`config.mk`:
```
export PLATFORM = sky130hd
export DESIGN_NAME = lm_sm_sequencer
export DESIGN_NICKNAME = d
export VERILOG_FILES = /design/src/rtl/risc_pkg.sv /design/src/rtl/lowest_set_bit_8.sv /design/src/rtl/lm_sm_sequencer.sv
export SDC_FILE = /design/constraint.sdc
export NUM_CORES = 1
export LEC_CHECK = 0
export CAP_MARGIN = 20
export CORE_MARGIN = 2
export CORE_UTILIZATION = 68
export DETAILED_ROUTE_END_ITERATION = 8
export DONT_BUFFER_PORTS = 1
export PLACE_DENSITY = 0.84
export SLEW_MARGIN = 15
export SYNTH_ARGS = -nofsm -noshare
export SYNTH_HDL_FRONTEND = slang
export SYNTH_SLANG_ARGS = --single-unit
```
`constraint.sdc`:
```
create_clock -name Clock -period 3.37 [get_ports Clock]
set_clock_uncertainty 0.15 [all_clocks]
set_input_delay 0.5055 -clock Clock [delete_from_list [all_inputs] [get_ports Clock]]
set_output_delay 0.5055 -clock Clock [all_outputs]
set_load 0.01 [all_outputs]
```
`src/rtl/risc_pkg.sv`:
```
// Shared widths and sequencer state encoding for the IITB RISC datapath blocks.
package risc_pkg;

    localparam int DATA_WIDTH     = 16;
    localparam int REG_ADDR_WIDTH = 3;

    localparam logic [1:0] ST_IDLE = 2'd0;
    localparam logic [1:0] ST_XFER = 2'd1;
    localparam logic [1:0] ST_DONE = 2'd2;

endpackage

```
`src/rtl/lowest_set_bit_8.sv`:
```
// Priority encoder: index of the lowest set bit of an 8-bit list, plus a non-empty flag.
module lowest_set_bit_8
    import risc_pkg::*;
(
    input  logic [7:0]                list,
    output logic [REG_ADDR_WIDTH-1:0] idx,
    output logic                      any_set
);

    always_comb begin
        idx = '0;
        for (int i = 7; i >= 0; i--) begin
            if (list[i]) idx = REG_ADDR_WIDTH'(i);
        end
    end

    assign any_set = |list;

endmodule

```
`src/rtl/lm_sm_sequencer.sv`:
```
// LM/SM sequencer: walks a register list R0..R7, one memory word transfer per selected register.
//   state   | meaning
//   IDLE    | waiting for Start; latches op, list and base address
//   XFER    | one request per selected register, advances on Mem_Ready
//   DONE    | one-cycle completion pulse, then back to IDLE
module lm_sm_sequencer
    import risc_pkg::*;
#(
    parameter int DATA_WIDTH     = risc_pkg::DATA_WIDTH,
    parameter int REG_ADDR_WIDTH = risc_pkg::REG_ADDR_WIDTH
) (
    input  logic                      Clock,
    input  logic                      Reset,
    input  logic                      Start,
    input  logic                      Is_Load,
    input  logic [7:0]                Reg_List,
    input  logic [DATA_WIDTH-1:0]     Base_Addr,
    output logic                      Busy,
    output logic                      Done,
    output logic [3:0]                Transfer_Count,
    output logic [REG_ADDR_WIDTH-1:0] RF_Address,
    output logic                      RF_Write,
    output logic [DATA_WIDTH-1:0]     RF_Data_C,
    input  logic [DATA_WIDTH-1:0]     RF_Data_In,
    output logic [DATA_WIDTH-1:0]     Mem_Address,
    output logic                      Mem_Read,
    output logic                      Mem_Write,
    output logic [DATA_WIDTH-1:0]     Mem_Data_Out,
    input  logic [DATA_WIDTH-1:0]     Mem_Data_In,
    input  logic                      Mem_Ready
);

    logic [1:0]                state;
    logic                      is_load_q;
    logic [7:0]                list_q;
    logic [DATA_WIDTH-1:0]     base_q;
    logic [3:0]                count_q;
    logic [7:0]                lsb_in;
    logic [7:0]                list_rest;
    logic [REG_ADDR_WIDTH-1:0] cur_idx;
    logic                      any_set;
    logic                      in_xfer;

    // One encoder serves both the empty-list check in IDLE and the current register in XFER.
    assign lsb_in = (state == ST_IDLE) ? Reg_List : list_q;

    lowest_set_bit_8 u_lsb (
        .list    (lsb_in),
        .idx     (cur_idx),
        .any_set (any_set)
    );

    assign list_rest = list_q & (list_q - 8'd1);
    assign in_xfer   = (state == ST_XFER);

    always_ff @(posedge Clock or negedge Reset) begin
        if (!Reset) begin
            state     <= ST_IDLE;
            is_load_q <= 1'b0;
            list_q    <= '0;
            base_q    <= '0;
            count_q   <= '0;
        end else begin
            case (state)
                ST_IDLE: begin
                    if (Start) begin
                        is_load_q <= Is_Load;
                        list_q    <= Reg_List;
                        base_q    <= Base_Addr;
                        count_q   <= '0;
                        state     <= any_set ? ST_XFER : ST_DONE;
                    end
                end
                ST_XFER: begin
                    if (Mem_Ready) begin
                        list_q  <= list_rest;
                        count_q <= count_q + 4'd1;
                        if (list_rest == '0) state <= ST_DONE;
                    end
                end
                ST_DONE: state <= ST_IDLE;
                default: state <= ST_IDLE;
            endcase
        end
    end

    assign Busy           = (state != ST_IDLE);
    assign Done           = (state == ST_DONE);
    assign Transfer_Count = count_q;
    assign RF_Address     = in_xfer ? cur_idx : '0;
    assign Mem_Address    = in_xfer ? (base_q + DATA_WIDTH'(count_q)) : '0;
    assign Mem_Read       = in_xfer & is_load_q;
    assign Mem_Write      = in_xfer & ~is_load_q;
    assign RF_Write       = Mem_Read & Mem_Ready;
    assign RF_Data_C      = RF_Write ? Mem_Data_In : '0;
    assign Mem_Data_Out   = Mem_Write ? RF_Data_In : '0;

endmodule

```
Yosys cells after proc, flatten, opt, wreduce, memory -nomap -nowiden
Index checks and enable logic that the tools add are counted.
Operators by class
  bitwise gates (word level): 5
  reductions and logical operators: 8
  shift-type cells: 0
  order comparisons: 0
  eq/ne operators: 5
  div/mod/pow operators: 0
  add/subtract/negate cells: 3
  mux-type cells: 24
  $mul: 0
Operators with widths (count)
  16-bit 2-to-1 mux: 3
  3-bit 2-to-1 mux: 9
  8-bit 2-to-1 mux: 3
  16-bit by 4-bit adder with 16-bit output: 1
  8-bit case mux with 2 select lines: 1
  8-bit AND: 1
  8-bit zero test: 1
  2-bit 2-to-1 mux: 4
  4-bit 2-to-1 mux: 2
  4-bit case mux with 2 select lines: 1
  8-bit OR reduction: 1
  8-bit by 1-bit subtractor with 8-bit output, second input constant: 1
  3-bit AND reduction: 2
  4-bit by 1-bit adder with 4-bit output, second input constant: 1
  2-bit inequality test, second input constant: 2
  2-bit case mux with 2 select lines: 1
  2-bit nonzero test: 2
  1-bit AND: 3
  2-bit by 1-bit == test with 1-bit output, second input constant: 1
  2-bit == test, second input constant: 1
  2-bit zero test: 1
  2-bit by 1-bit inequality test with 1-bit output, second input constant: 1
  2-bit AND reduction: 1
  1-bit inverter: 1
Storage, ports and cells
  latch bits: 0
  bits in writable memories: 0
  output and inout bits: 60
  memories kept: 0
  register bits: 31
  bits in read-only memories: 0
  logic and storage cells: 50

Logic depth before layout (Yosys ltp)
Gate-level depths: netlist (run 1).
  depth in word-level cells: 11
  depth in mapped cells: 7

Modules after synthesis
From an unflattened synthesis (run 1), not the netlist that was laid out.
Unflattened totals
  cell total of the unflattened synthesis: 284
  area total of the unflattened synthesis: 2244.7 um^2
Modules (own cells, without submodules)
  lm_sm_sequencer: sequential area each 775.7 um^2, cells each 271, area each 2163.3 um^2, times used 1
  lowest_set_bit_8: sequential area each 0.0 um^2, cells each 13, area each 81.3 um^2, times used 1

Worst setup path after synthesis (run 1)
OpenSTA, ideal clock, no wires.
  path kind: flip-flop to output port
  from: register count_q[0] (netlist: Transfer_Count[0])
  to: output port Mem_Address[6]
  arrival: 1.805 ns
  cell stages (with the launch flop): 8
  path slack: 0.910 ns
  data required time: 2.714 ns
  cell sequence: dfrtp_1 ha_1 fa_1 a21o_1 a21o_1 nand3_1 xor2_1 nor2_1
On the way
  word-level cells in the longest chain between the ends: 2
RTL lines
  start, declared: RTL line lm_sm_sequencer.sv:37  | logic [3:0] count_q;
  start signal, assigned: RTL line lm_sm_sequencer.sv:77  | count_q <= count_q + 4'd1;
  16-bit by 4-bit adder with 16-bit output: RTL line lm_sm_sequencer.sv:91  | assign Mem_Address = in_xfer ? (base_q + DATA_WIDTH'(count_q)) : '0;
  16-bit 2-to-1 mux: RTL line lm_sm_sequencer.sv:91
  end, declared: RTL line lm_sm_sequencer.sv:25  | output logic [DATA_WIDTH-1:0] Mem_Address,
Every way passes these cells.

Worst setup path after layout (run 1)
  from: register count_q[0] (netlist: Transfer_Count[0])
  to: output port Mem_Address[14]
Same word-level chain as after synthesis.

==> run metrics, run 1 <==
grt total ovfl=0; synth top area cells=dfrtp_1 (37%), and2_1 (11%), mux2_2 (9.1%); global-route usage over all layers=~29%; FILL cells=210; Clock Latency Late Sink=approximately 340 ps; status=finished clean; CP endpoint=Mem_Address[14]; most common cell in the netlist=and2_1; Yosys warning count=0; HP Class=in -> reg; Seq/Total Area, Yosys=36.80%; # IOs=121; initial DRC count=72; # setup viols final=0; crit path from=Transfer_Count[0]; port buffer count=0; Crit. End Element=output pin; worst rel slew slack=52.14%; H-Tree Depth=2; Yosys cell types=42; # diodes=0; drt total wl=5267 µm; initial antenna violation count=0; Worst Hold Depth=2; CP max-delay cell=dfrtp_1; largest net degree at the start of global routing=32; Setup TNS=0 ps; Worst path most repeated cell=a21o_1; total die area=3562 µm²; Arrival @ worst endpoint=~2300 ps; Final Hold Vio Count=0; most common flop cell mapped by yosys=dfrtp_1; Synth area leader=dfrtp_1; flip-flop and latch count after synthesis=31; Tmin final=2993 ps; Setup Buffers After CTS=0; first-pass GRT wire length=between 7000 and 8000 µm; hold-fix buffers at CTS=2; Required @ worst endpoint=between 2000 and 3000 ps; Max-Cap Viols=0; DRC=0; Worst R2R Path Depth=4; clk slew on worst S/H paths=100 ps; proportion of netlist area held by the largest area contributor=36.80%; CTS resizes=0; Area Growth Syn to Fin=6.469%; root buffer cell=clkbuf_4; Pwr Density=1065 nW/µm²; final antenna-violating net count=0; CTS tree=yes; ys async rst share=100.0%; critical path type=reg -> out; maximum fanout along the worst path=6; Critical R2R Capture=base_q[10]; fmax=334.1 MHz; gp weighted congestion=~0.9; routed length per instance=19.29 µm; core area=3003 µm²; number of global-route vias before repair=1609; DR vias/cell=6.560; clock sinks=31; Layout Cells excl Fill=273; initial core utilization=70.21%; syn avg cell area=8.896 µm²; Cell Area, Synth=around 2100 µm²; die span in y=59.68 µm; Die X=59.68 µm; vias=1791; Clock Path Buffers=2; post-synthesis instance total=237; Final Max Slew Viols=0; # rows=20; DP Wirelength=3881 µm; reg-to-reg startpoint=state[0]; CP Launch Type=register; nets=~310; Post-synth top cells=and2_1 (37), dfrtp_1 (31), nor2_1 (22); placed insts=263; r2r setup slk=890 ps; layout cells sized above 1=14.17%; drt pass-1 iters=4; static leakage=0.9729 nW; RSZ-0062 raised after global routing=no; Least-Margin Pin Slew=717.9 ps; Post-synth EDFFs=0; total CTS buffers=5; Worst path max stage delay=490 ps; Net Count, Synth=304; crit path cell chain=ha_1, fa_1, a21o_1, a21o_1, nand3_1, xor2_1, nor2_1; VDD IR max=529.0 µV; crit share post-route=88.81%
==> power breakdown <==
group / switching, mW / internal [mW] / total, mW / leakage, nW
clock network: 0.138 / 0.175 / 0.313 / 0.0482
logic: 0.748 / 0.524 / 1.27 / 0.548
registers: 0.256 / 0.551 / 0.806 / 0.377
total: 1.14 / 1.25 / 2.39 / 0.973
==> metal layers <==
layer / global-route usage, % / routed length [µm] / up-vias
met5: 0 / 0 / -
met4: 10.48 / 70 / 0
met3: 7.792 / 479 / 8
met2: 49.22 / 2772 / 98
met1: 35.22 / 1944 / 854
li1: - / - / 831
==> area by class of cell <==
| class | count | area (µm²) | area share (%) |
|---|---|---|---|
| Multi-Input combinational cell | 190 | 1266 | 56.41 |
| Sequential cell | 31 | 775.7 | 34.56 |
| Timing Repair Buffer | 5 | 52.55 | 2.341 |
| Clock buffer | 6 | 51.30 | 2.285 |
| Tap cell | 33 | 41.29 | 1.839 |
| Clock inverter | 2 | 35.03 | 1.561 |
| Inverter | 6 | 22.52 | 1.003 |
==> layout by cell type (no fill, tap or decap), types with 3 or more instances in the layout <==
cell type and count:
a211oi_1 4, a21o_1 3, a21oi_1 15, and2_1 37, buf_4 3, clkbuf_4 5
dfrtp_1 31, ha_1 5, inv_1 6, mux2_2 17, nand2_1 15, nand3_1 7
nand4_1 3, nor2_1 22, nor3_1 5, o21ai_0 10, o22ai_1 3, or3_1 4
xor2_1 11
==> registers in the layout, summed over array words and instances, names as in the netlist <==
signal and count:
Transfer_Count 4, is_load_q 1, state 2, list_q 8, base_q 16
==> kinds of logic after synthesis <==
group / share of synthesized area [%]
adder cells (fa/ha/maj): 4.392
buffers and inverters: 3.146
AND/OR/NAND/NOR: 26.11
flip-flops: 36.80
AO/OA/AOI/OAI: 14.60
multiplexers: 9.555
XOR/XNOR: 5.401
==> critical path, delay by kind of cell, from the launching register on <==
kind,cells,cell delay (ps)
AO/OA/AOI/OAI,2,450
flip-flops,1,490
adder cells (fa/ha/maj),2,690
XOR/XNOR,1,70
AND/OR/NAND/NOR,2,300
==> how the worst min path moves through the flow <==
| stage | startpoint | endpoint | slack [ps] |
|---|---|---|---|
| 3_5_place_dp | Reset | list_q[6] | 60 |
| 5_1_grt | Base_Addr[5] | base_q[5] | 130 |
| 4_1_cts | Reg_List[6] | list_q[6] | 120 |
| 6_report | Reg_List[6] | list_q[6] | 120 |
| 3_3_place_gp | Reset | list_q[4] | 60 |
| 2_1_floorplan | Reset | Transfer_Count[0] | 60 |
==> through the flow <==
step	total power, mW	worst slack [ps]	area (µm²)	utilization, %	hold WS [ps]
2_1_floorplan	1.802	910.0	2108	-	59.91
3_3_place_gp	1.989	797.4	2128	70.88	60.57
3_5_place_dp	2.051	766.1	2128	70.88	60.51
4_1_cts	2.374	386.1	2245	74.75	120.2
5_1_grt	2.569	255.5	2245	74.75	133.7
6_report	2.391	377.0	2245	74.75	119.2
Note: power is estimated with default switching activity, not from simulation.
==> run 2: changes to the inputs <==
Settings changed: CELL_PAD_IN_SITES_DETAIL_PLACEMENT from default to 1, CELL_PAD_IN_SITES_GLOBAL_PLACEMENT from default to 1, CORE_UTILIZATION 68 to 50, CTS_BUF_LIST from default to sky130_fd_sc_hd__clkbuf_8, PLACE_DENSITY 0.84 to default, PLACE_DENSITY_LB_ADDON from default to 0.1.
==> run 2 against run 1 <==
  * Routed wire length increased by 23%
  * Core utilization decreased by 17 points
  * Setup slack improved by 59 ps
  * Register-to-register slack improved by 210 ps
  * Combinational power increased by 6%
  * Sequential power about the same
  * Via count increased by 1.2%
  * Global-route usage increased by 0.40 points
  * Critical path depth unchanged
==> run metrics, run 2 (synthesis gave the netlist of run 1 again) <==
Area Growth Syn to Fin=9.436% (was 6.469%); Placement Cell Area=2157 µm² (was 2128 µm²); total CTS buffers=5 (unchanged); CTS tree=yes (unchanged); NetSw=1.212 mW (was 1.141 mW); placed insts=281 (was 263); final antenna-violating net count=0 (unchanged); DR vias/cell=6.205 (was 6.560); worst rel slew slack=50.94% (was 52.14%); Power Total=2.532 mW (was 2.391 mW); Hold Crit Start=Reg_List[6] (unchanged); drt pass-1 iters=4 (unchanged); routed length per instance=22.25 µm (was 19.29 µm); design area=2307 µm² (was 2245 µm²); reg-to-reg startpoint=state[0] (unchanged); Clock Latency Late Sink=290 ps (was 340 ps); sw frac=47.86% (was 47.73%); Max-Cap Viols=0 (unchanged); crit path cell chain=ha_1, fa_1, a21o_1, a21o_1, nand3_1, xor2_1, nor2_1 (unchanged); Pwr Density=1098 nW/µm² (was 1065 nW/µm²); Worst path most repeated cell=a21o_1 (unchanged); clk slew on worst S/H paths=70 ps (was 100 ps); HP Class=in -> reg (unchanged); Final Max Slew Viols=0 (unchanged); Worst path max stage delay=470 ps (was 490 ps); Layout Cells excl Fill=292 (was 273); Least-Margin Pin Slew=735.9 ps (was 717.9 ps); clock sinks=31 (unchanged); DP Wirelength=4951 µm (was 3881 µm); initial DRC count=113 (was 72); crit path from=Transfer_Count[0] (unchanged); gp weighted congestion=0.8234 (was 0.8838); critical path type=reg -> out (unchanged); layout cells sized above 1=14.52% (was 14.17%); largest net degree at the start of global routing=32 (unchanged); H-Tree Depth=2 (unchanged); Die X=68.94 µm (was 59.68 µm); CTS resizes=0 (unchanged); commonest non-fill, non-tap cells in the layout=and2_1 (37), dfrtp_1 (31), nor2_1 (22) (unchanged); crit share post-route=87.06% (was 88.81%); # rows=23 (was 20); max FFs per register=16 (unchanged); initial antenna violation count=1 (was 0); fmax=340.8 MHz (was 334.1 MHz); Crit. End Element=output pin (unchanged); Gate power share=53.0% (was 53.2%); VDD IR max=572.0 µV (was 529.0 µV); nets=307 (was 306); CP max-delay cell=dfrtp_1 (unchanged); number of global-route vias before repair=1870 (was 1609); die span in y=68.94 µm (was 59.68 µm); static leakage=0.9911 nW (was 0.9729 nW); grt total ovfl=0 (unchanged); RSZ-0062 raised after global routing=no (unchanged); Worst path top cell family by delay=adder cells (unchanged); Clock Path Buffers=2 (unchanged); Final Hold Vio Count=0 (unchanged); FILL cells=474 (was 210); global-route usage over all layers=29.38% (was 28.98%); status=finished clean (unchanged); drt total wl=6498 µm (was 5267 µm); core area=4029 µm² (was 3003 µm²); sequential share of power=31.9% (was 33.7%); root buffer cell=clkbuf_8 (was clkbuf_4); Largest Register=base_q (unchanged); DRC=0 (unchanged); crit path buf inv count=0 (unchanged); # setup viols final=0 (unchanged); clock share of power=15.1% (was 13.1%); Tmin final=2934 ps (was 2993 ps); vias=1812 (was 1791); # IOs=121 (unchanged); CP Launch Type=register (unchanged); port buffer count=0 (unchanged); Arrival @ worst endpoint=2280 ps (was 2340 ps); commonest non-fill, non-tap cell in the layout=and2_1 (unchanged); internal power=1.320 mW (was 1.250 mW); maximum fanout along the worst path=6 (unchanged); total die area=4752 µm² (was 3562 µm²); Required @ worst endpoint=2710 ps (about the same); Setup TNS=0 ps (unchanged); initial core utilization=52.33% (was 70.21%); first-pass GRT wire length=9922 µm (was 7603 µm)
-- run 2: per-layer routing --
| metal | part of all wire [%] | up-vias | GRT usage, % |
|---|---|---|---|
| met1 | 36 | 876 | 31.83 |
| met4 | 5.1 | 0 | 17.65 |
| met2 | 50 | 85 | 46.03 |
| met5 | 0 | - | 0 |
| li1 | - | 828 | - |
| met3 | 9.6 | 23 | 14.61 |
-- run 2: metrics by stage --
step / setup slack (ps) / hold slack [ps] / util (%)
2_1_floorplan: 910.0 / 59.91 / -
3_3_place_gp: 797.9 / 60.52 / 53.54
4_1_cts: 432.0 / 171.6 / 57.21
6_report: 436.0 / 171.8 / 57.27
5_1_grt: 305.5 / 171.6 / 57.27
3_5_place_dp: 764.7 / 60.52 / 53.54
-- run 2: path summary, 6_finish.rpt --
kind                                           to  slack [ps]  depth (start not counted)
min in group asynchronous               list_q[2]         540                          2
worst min-delay path                    list_q[6]         170                          2
worst min register to register          base_q[0]         390                          1
worst max-delay path              Mem_Address[14]         440                          7
worst max register to register           state[1]        1100                          6
max in group asynchronous       Transfer_Count[1]        2360                          2
-- run 2: final cells by class --
type                       instances  area, µm²  area share (%)
antenna                            1      2.502          0.1085
clock buffer                       6      82.58           3.579
clock inverter                     2      35.03           1.518
inverter                           6      22.52          0.9761
multi-input combinational        190       1266           54.88
sequential                        31      775.7           33.62
tap                               50      62.56           2.712
timing repair buffer               6      60.06           2.603
-- run 2: power by group through the flow --
stage	combinational [mW]	clock, mW	sequential [mW]
after floorplan	1.07	0	0.728
after global routing	1.50	0.407	0.842
after CTS	1.33	0.390	0.808
final	1.34	0.382	0.809
after detailed placement	1.31	0	0.814
after global placement	1.25	0	0.791
-- run 2: timing repair --
action / in CTS / in global routing
hold endpoints to repair: 31 / 0
buffers inserted: 0 / 0
hold buffers: 2 / 0
